### src/rtl/ring_drain_reader.sv
// ring_drain_reader
//
// Consumer side of a 16-entry circular capture array. The producer writes
// the array on its own; every wr_en pulse tells this block that one entry
// was added. The block keeps a read pointer and an occupancy count. It reads
// the oldest unread entry through the array's combinational read port and
// hands it out on a registered valid/ready stream.
//
// Ports:
//   clk, rst      rising-edge clock, asynchronous active-high reset
//   wr_en         producer wrote an entry this cycle
//   wr_ptr        producer's write address for this cycle (used for sync check)
//   mem_rd_addr   array read address (= rd_ptr, combinational)
//   mem_rd_data   array contents at mem_rd_addr, same cycle
//   m_data        stream data (registered)
//   m_valid       stream valid (registered)
//   m_ready       downstream accepts m_data
//   flush         discard all unread entries and any held output beat
//   clr_err       clear the sticky flags (a same-cycle set wins)
//   level         unread entries in the array, 0..DEPTH
//   overrun       sticky: an unread entry was overwritten by the producer
//   sync_err      sticky: wr_ptr differed from the expected write pointer

module ring_drain_reader #(
  parameter int DATA_W = 8,
  parameter int ADDR_W = 4,
  parameter int DEPTH  = 16
) (
  input  logic              clk,
  input  logic              rst,
  input  logic              wr_en,
  input  logic [ADDR_W-1:0] wr_ptr,
  output logic [ADDR_W-1:0] mem_rd_addr,
  input  logic [DATA_W-1:0] mem_rd_data,
  output logic [DATA_W-1:0] m_data,
  output logic              m_valid,
  input  logic              m_ready,
  input  logic              flush,
  input  logic              clr_err,
  output logic [ADDR_W:0]   level,
  output logic              overrun,
  output logic              sync_err
);

  // Operating mode, decoded from the registered state each cycle. FLUSH is a
  // one-cycle action, so no separate mode register is kept.
  typedef enum logic [1:0] {
    MODE_IDLE,    // nothing unread and no beat held
    MODE_STREAM,  // data unread or a beat held on the output
    MODE_FLUSH    // flush requested this cycle
  } mode_t;

  localparam logic [ADDR_W:0]   LEVEL_FULL = (ADDR_W+1)'(DEPTH);
  localparam logic [ADDR_W:0]   LEVEL_ONE  = (ADDR_W+1)'(1);
  localparam logic [ADDR_W-1:0] PTR_ONE    = ADDR_W'(1);

  logic [ADDR_W-1:0] rd_ptr_q,   rd_ptr_d;
  logic [ADDR_W-1:0] exp_ptr_q,  exp_ptr_d;
  logic [ADDR_W:0]   level_q,    level_d;
  logic [DATA_W-1:0] m_data_q,   m_data_d;
  logic              m_valid_q,  m_valid_d;
  logic              overrun_q,  overrun_d;
  logic              sync_err_q, sync_err_d;

  mode_t mode;
  logic  pop;   // move the oldest unread entry into the output register
  logic  drop;  // producer overwrote the oldest unread entry

  // NOTE: every signal gets a default at the top of this block; a path that
  // left one unassigned would infer a latch.
  always_comb begin
    rd_ptr_d   = rd_ptr_q;
    level_d    = level_q;
    m_data_d   = m_data_q;
    m_valid_d  = m_valid_q;
    pop        = 1'b0;
    drop       = 1'b0;

    if (flush)
      mode = MODE_FLUSH;
    else if (level_q == '0 && !m_valid_q)
      mode = MODE_IDLE;
    else
      mode = MODE_STREAM;

    // The expected pointer follows wr_en only; it never resyncs to wr_ptr,
    // so one bad pointer keeps being visible against later writes too.
    exp_ptr_d  = wr_en ? exp_ptr_q + PTR_ONE : exp_ptr_q;

    // Set has priority over clear for both sticky flags.
    sync_err_d = (wr_en && wr_ptr != exp_ptr_q) ? 1'b1
               : (clr_err ? 1'b0 : sync_err_q);
    overrun_d  = clr_err ? 1'b0 : overrun_q;

    case (mode)
      MODE_FLUSH: begin
        // Restart reading at the slot the producer writes this cycle, so a
        // write coincident with the flush is kept as the only entry.
        m_valid_d = 1'b0;
        rd_ptr_d  = exp_ptr_q;
        level_d   = wr_en ? LEVEL_ONE : '0;
      end
      MODE_IDLE: begin
        // Empty: nothing to pop, a write simply makes one entry unread.
        level_d = wr_en ? LEVEL_ONE : '0;
      end
      MODE_STREAM: begin
        pop  = (level_q != '0) && (!m_valid_q || m_ready);
        drop = wr_en && (level_q == LEVEL_FULL) && !pop;

        if (pop) begin
          // The pop samples the array before this edge's write lands, so a
          // full array with a simultaneous write and pop loses nothing.
          m_data_d  = mem_rd_data;
          m_valid_d = 1'b1;
        end else if (m_ready) begin
          m_valid_d = 1'b0;
        end

        if (pop || drop)
          rd_ptr_d = rd_ptr_q + PTR_ONE;

        if (drop)
          overrun_d = 1'b1;  // level stays at DEPTH, oldest entry skipped
        else if (wr_en && !pop)
          level_d = level_q + LEVEL_ONE;
        else if (pop && !wr_en)
          level_d = level_q - LEVEL_ONE;
      end
      default: begin
        // unreachable encoding: hold everything
      end
    endcase
  end

  // NOTE: registers use non-blocking assignments so every flop samples the
  // pre-edge values computed above, independent of statement order.
  always_ff @(posedge clk or posedge rst) begin
    if (rst) begin
      rd_ptr_q   <= '0;
      exp_ptr_q  <= '0;
      level_q    <= '0;
      m_data_q   <= '0;
      m_valid_q  <= 1'b0;
      overrun_q  <= 1'b0;
      sync_err_q <= 1'b0;
    end else begin
      rd_ptr_q   <= rd_ptr_d;
      exp_ptr_q  <= exp_ptr_d;
      level_q    <= level_d;
      m_data_q   <= m_data_d;
      m_valid_q  <= m_valid_d;
      overrun_q  <= overrun_d;
      sync_err_q <= sync_err_d;
    end
  end

  assign mem_rd_addr = rd_ptr_q;
  assign m_data      = m_data_q;
  assign m_valid     = m_valid_q;
  assign level       = level_q;
  assign overrun     = overrun_q;
  assign sync_err    = sync_err_q;

endmodule
### config.mk
export PLATFORM = sky130hd
export DESIGN_NAME = ring_drain_reader
export DESIGN_NICKNAME = d
export VERILOG_FILES = /design/src/rtl/ring_drain_reader.sv
export SDC_FILE = /design/constraint.sdc
export NUM_CORES = 1
export LEC_CHECK = 0
export CAP_MARGIN = 20
export CORE_ASPECT_RATIO = 0.9
export CORE_MARGIN = 1.5
export CORE_UTILIZATION = 43
export CTS_CLUSTER_SIZE = 8
export DETAILED_ROUTE_END_ITERATION = 7
export PLACE_DENSITY = 0.76
export SYNTH_ARGS = -nofsm -noshare
export SYNTH_HDL_FRONTEND = slang
export SYNTH_SLANG_ARGS = --single-unit
### constraint.sdc
create_clock -name clk -period 2.45 [get_ports clk]
set_input_delay 0.49 -clock clk [delete_from_list [all_inputs] [get_ports clk]]
set_output_delay 0.49 -clock clk [all_outputs]
set_load 0.02 [all_outputs]
==> flow_metrics.env <==
export IMPL_outcome="finished with violations"
export IMPL_violations="negative setup slack"
export IMPL_start_kind="flop"
export IMPL_grt_max_degree=25
export IMPL_p_leak_uw=0.0008194
export IMPL_antenna_cells=0
export IMPL_initial_core_util_pct=44.70
export IMPL_r2r_cells=9
export IMPL_die_h_um=56.36
export IMPL_synth_compound_area_share_pct=13.52
export IMPL_gp_congestion=0.8654
export IMPL_final_common_cell="clkdlybuf4s50_1"
export IMPL_die_area_mm2=0.003510
export IMPL_grt_pass1_vias=1218
export IMPL_ios=38
export IMPL_finalCriticalPeriod_ns=2.454
export IMPL_grt_usage_pct=19.21
export IMPL_layout_common_cells="clkdlybuf4s50_1 (37), dfrtp_1 (22), nor2_1 (9), buf_4 (9), mux2_4 (8)"
export IMPL_clockBufferDepth=2
export IMPL_yosysSeqAreaShare_pct=44.16
export IMPL_wl_per_cell_um=15.45
export IMPL_async_flop_share_pct=100.0
export IMPL_required_ns=2.70
export IMPL_period_share_pct=100.2
export IMPL_yosysWarnings=0
export IMPL_fin_area_mm2=0.001918
export IMPL_synth_cell_types=42
export IMPL_stdcell_count=210
export IMPL_synthCells=120
export IMPL_portBuffers=37
export IMPL_finalSetupViolCount=1
export IMPL_yosys_area_share_simple_pct=13.98
export IMPL_die_x_um=62.28
export IMPL_final_setup_tns_ns=-0.004040
export IMPL_grt_setup_unrepaired="yes"
export IMPL_grt_pass1_wl_um=5382
export IMPL_fin_nets=194
export IMPL_cts_buffers=3
export IMPL_synth_seq_cells=24
export IMPL_overflow=0
export IMPL_critical_path_class="reg2reg"
export IMPL_drtPass1Iterations=4
export IMPL_busiest_layer="met2"
export IMPL_fin_skew_ns=0.01416
export IMPL_use_met3_pct=4.810
export IMPL_syn2layout_area_growth_pct=41.03
export IMPL_clock_root_buffer="clkbuf_4"
export IMPL_fin_ws_ns=-0.004040
export IMPL_path_clk_slew_ns=0.15
export IMPL_powerDensity_mw_per_mm2=1302
export IMPL_drt_iter0_drc=20
export IMPL_worst_ep_arrival_time_ns=2.71
export IMPL_vias=1105
export IMPL_drcViolationCount=0
export IMPL_synth_top_family_by_area="simple AND/OR/NAND/NOR gates"
export IMPL_hold_slack_ns=0.5042
export IMPL_hold_viol_final=0
export IMPL_dpl_cell_area_mm2=0.001862
export IMPL_synth_main_ff_cell="dfrtp_1"
export IMPL_met1_usage_pct=22.35
export IMPL_clkLatencyLatePin_ns=0.32
export IMPL_htreeDepth=1
export IMPL_slew_headroom_pct=71.09
export IMPL_cts_tree="built"
export IMPL_synthXorXnorAreaFrac_pct=5.796
export IMPL_fmax_mhz=407.5
export IMPL_finish_utilization_pct=63.03
export IMPL_timing_rr_end="level[4]"
export IMPL_grt_util_met2_pct=35.40
export IMPL_core_area_mm2=0.003043
export IMPL_synth_edf_count=0
export IMPL_synth_mux_area_share_pct=12.79
export IMPL_antenna_found_initial=0
export IMPL_timing_rr_start="level[0]"
export IMPL_syn_area_per_cell_um2=11.33
export IMPL_cp_max_fo=6
export IMPL_rrSetupSlack_ns=-0.004
export IMPL_dp_hpwl_um=2369
export IMPL_drive_above_1_share_pct=23.21
export IMPL_min_path_type="in2async"
export IMPL_place_inst=205
export IMPL_vias_per_cell=5.262
export IMPL_clkSinkCount=24
export IMPL_cts_hold_buffers=0
export IMPL_final_max_slew_viol_count=0
export IMPL_synth_area_mm2=0.001360
export IMPL_rows=19
export IMPL_synth_nets=145
export IMPL_tightest_slew_ns=0.4323
export IMPL_antenna_left=0
export IMPL_synthAdderAreaFrac_pct=6.992
export IMPL_drt_total_wl_um=3245
export IMPL_ir_worst_vdd_mv=0.6356
export IMPL_max_cap_violations=0
export IMPL_end_kind="flop"
-- timing repair --
item,4_1_cts,5_1_grt
endpoints found under the setup margin,2,3
gates resized for setup,4,0
pin swaps,4,0
setup buffers,1,0
-- synthesized netlist by cell type, types with 3 or more instances --
| library cell | n | area share, % |
|---|---|---|
| a21oi_1 | 5 | 1.8 |
| dfrtp_1 | 24 | 44 |
| ha_1 | 6 | 5.5 |
| inv_1 | 8 | 2.2 |
| mux2_2 | 3 | 2.5 |
| mux2_4 | 8 | 8.8 |
| nand2_1 | 6 | 1.7 |
| nand3_1 | 3 | 1.1 |
| nor2_1 | 9 | 2.5 |
| xnor2_1 | 3 | 1.9 |
| xor2_1 | 6 | 3.9 |
-- metrics by stage --
step,power (uW),setup WS [ns]
after CTS,2499,-0.01985
after detailed placement,2250,-0.08140
final,2498,-0.004040
after global routing,2668,-0.1158
after global placement,2188,0.01314
after floorplan,1695,-0.04488
-- metal layers --
metal	up-vias	routed length [um]
met4	0	33
met5	-	0
met1	541	1432
met3	4	123
met2	29	1656
li1	531	-
-- where the power goes --
part | internal (uW) | switching (uW) | leakage (uW)
combinational | 823 | 751 | 0.000517
sequential | 574 | 162 | 0.000287
clock | 63.6 | 125 | 0.0000150
total | 1460 | 1040 | 0.000819
-- worst max-delay path, cell delays in order (launching register included) --
cell       delay, ns
dfrtp_2         0.44
or4_4           0.57
o21ai_4         0.17
ha_4            0.16
inv_4           0.05
fa_2            0.38
nand3_2         0.10
and3_4          0.17
a2bb2oi_2       0.14
mux2i_1         0.21
-- sequential cells by signal, indices dropped and copies added (netlist names) --
| signal | cells |
|---|---|
| m_data | 8 |
| level | 5 |
| exp_ptr_q | 4 |
| mem_rd_addr | 4 |
| m_valid | 1 |
| overrun | 1 |
| sync_err | 1 |
-- worst max path at each step --
stage,from,to,slack (ns),cells after the start
3_5_place_dp,m_ready,level[4],-0.08,10
5_1_grt,level[0],level[4],-0.12,9
2_1_floorplan,level[1],level[4],-0.04,9
4_1_cts,level[0],level[4],-0.02,9
6_report,level[0],level[4],-0.004,9
3_3_place_gp,m_ready,level[4],0.01,10
-- area by class of cell --
class / count / area (um2)
Sequential cell: 24 / 603.1
Clock buffer: 4 / 26.28
Inverter: 8 / 32.53
Timing Repair Buffer: 46 / 437.9
Fill cell: 272 / 1125
Tap cell: 42 / 52.55
Multi-Input combinational cell: 86 / 765.7
-- kinds of logic after synthesis --
group / count (synthesis)
flops: 24
mux: 13
xor+xnor: 9
simple gates: 32
fa+ha+maj: 7
compound gates: 25
buf+inv: 10
Power figures use the tool's default switching activity.
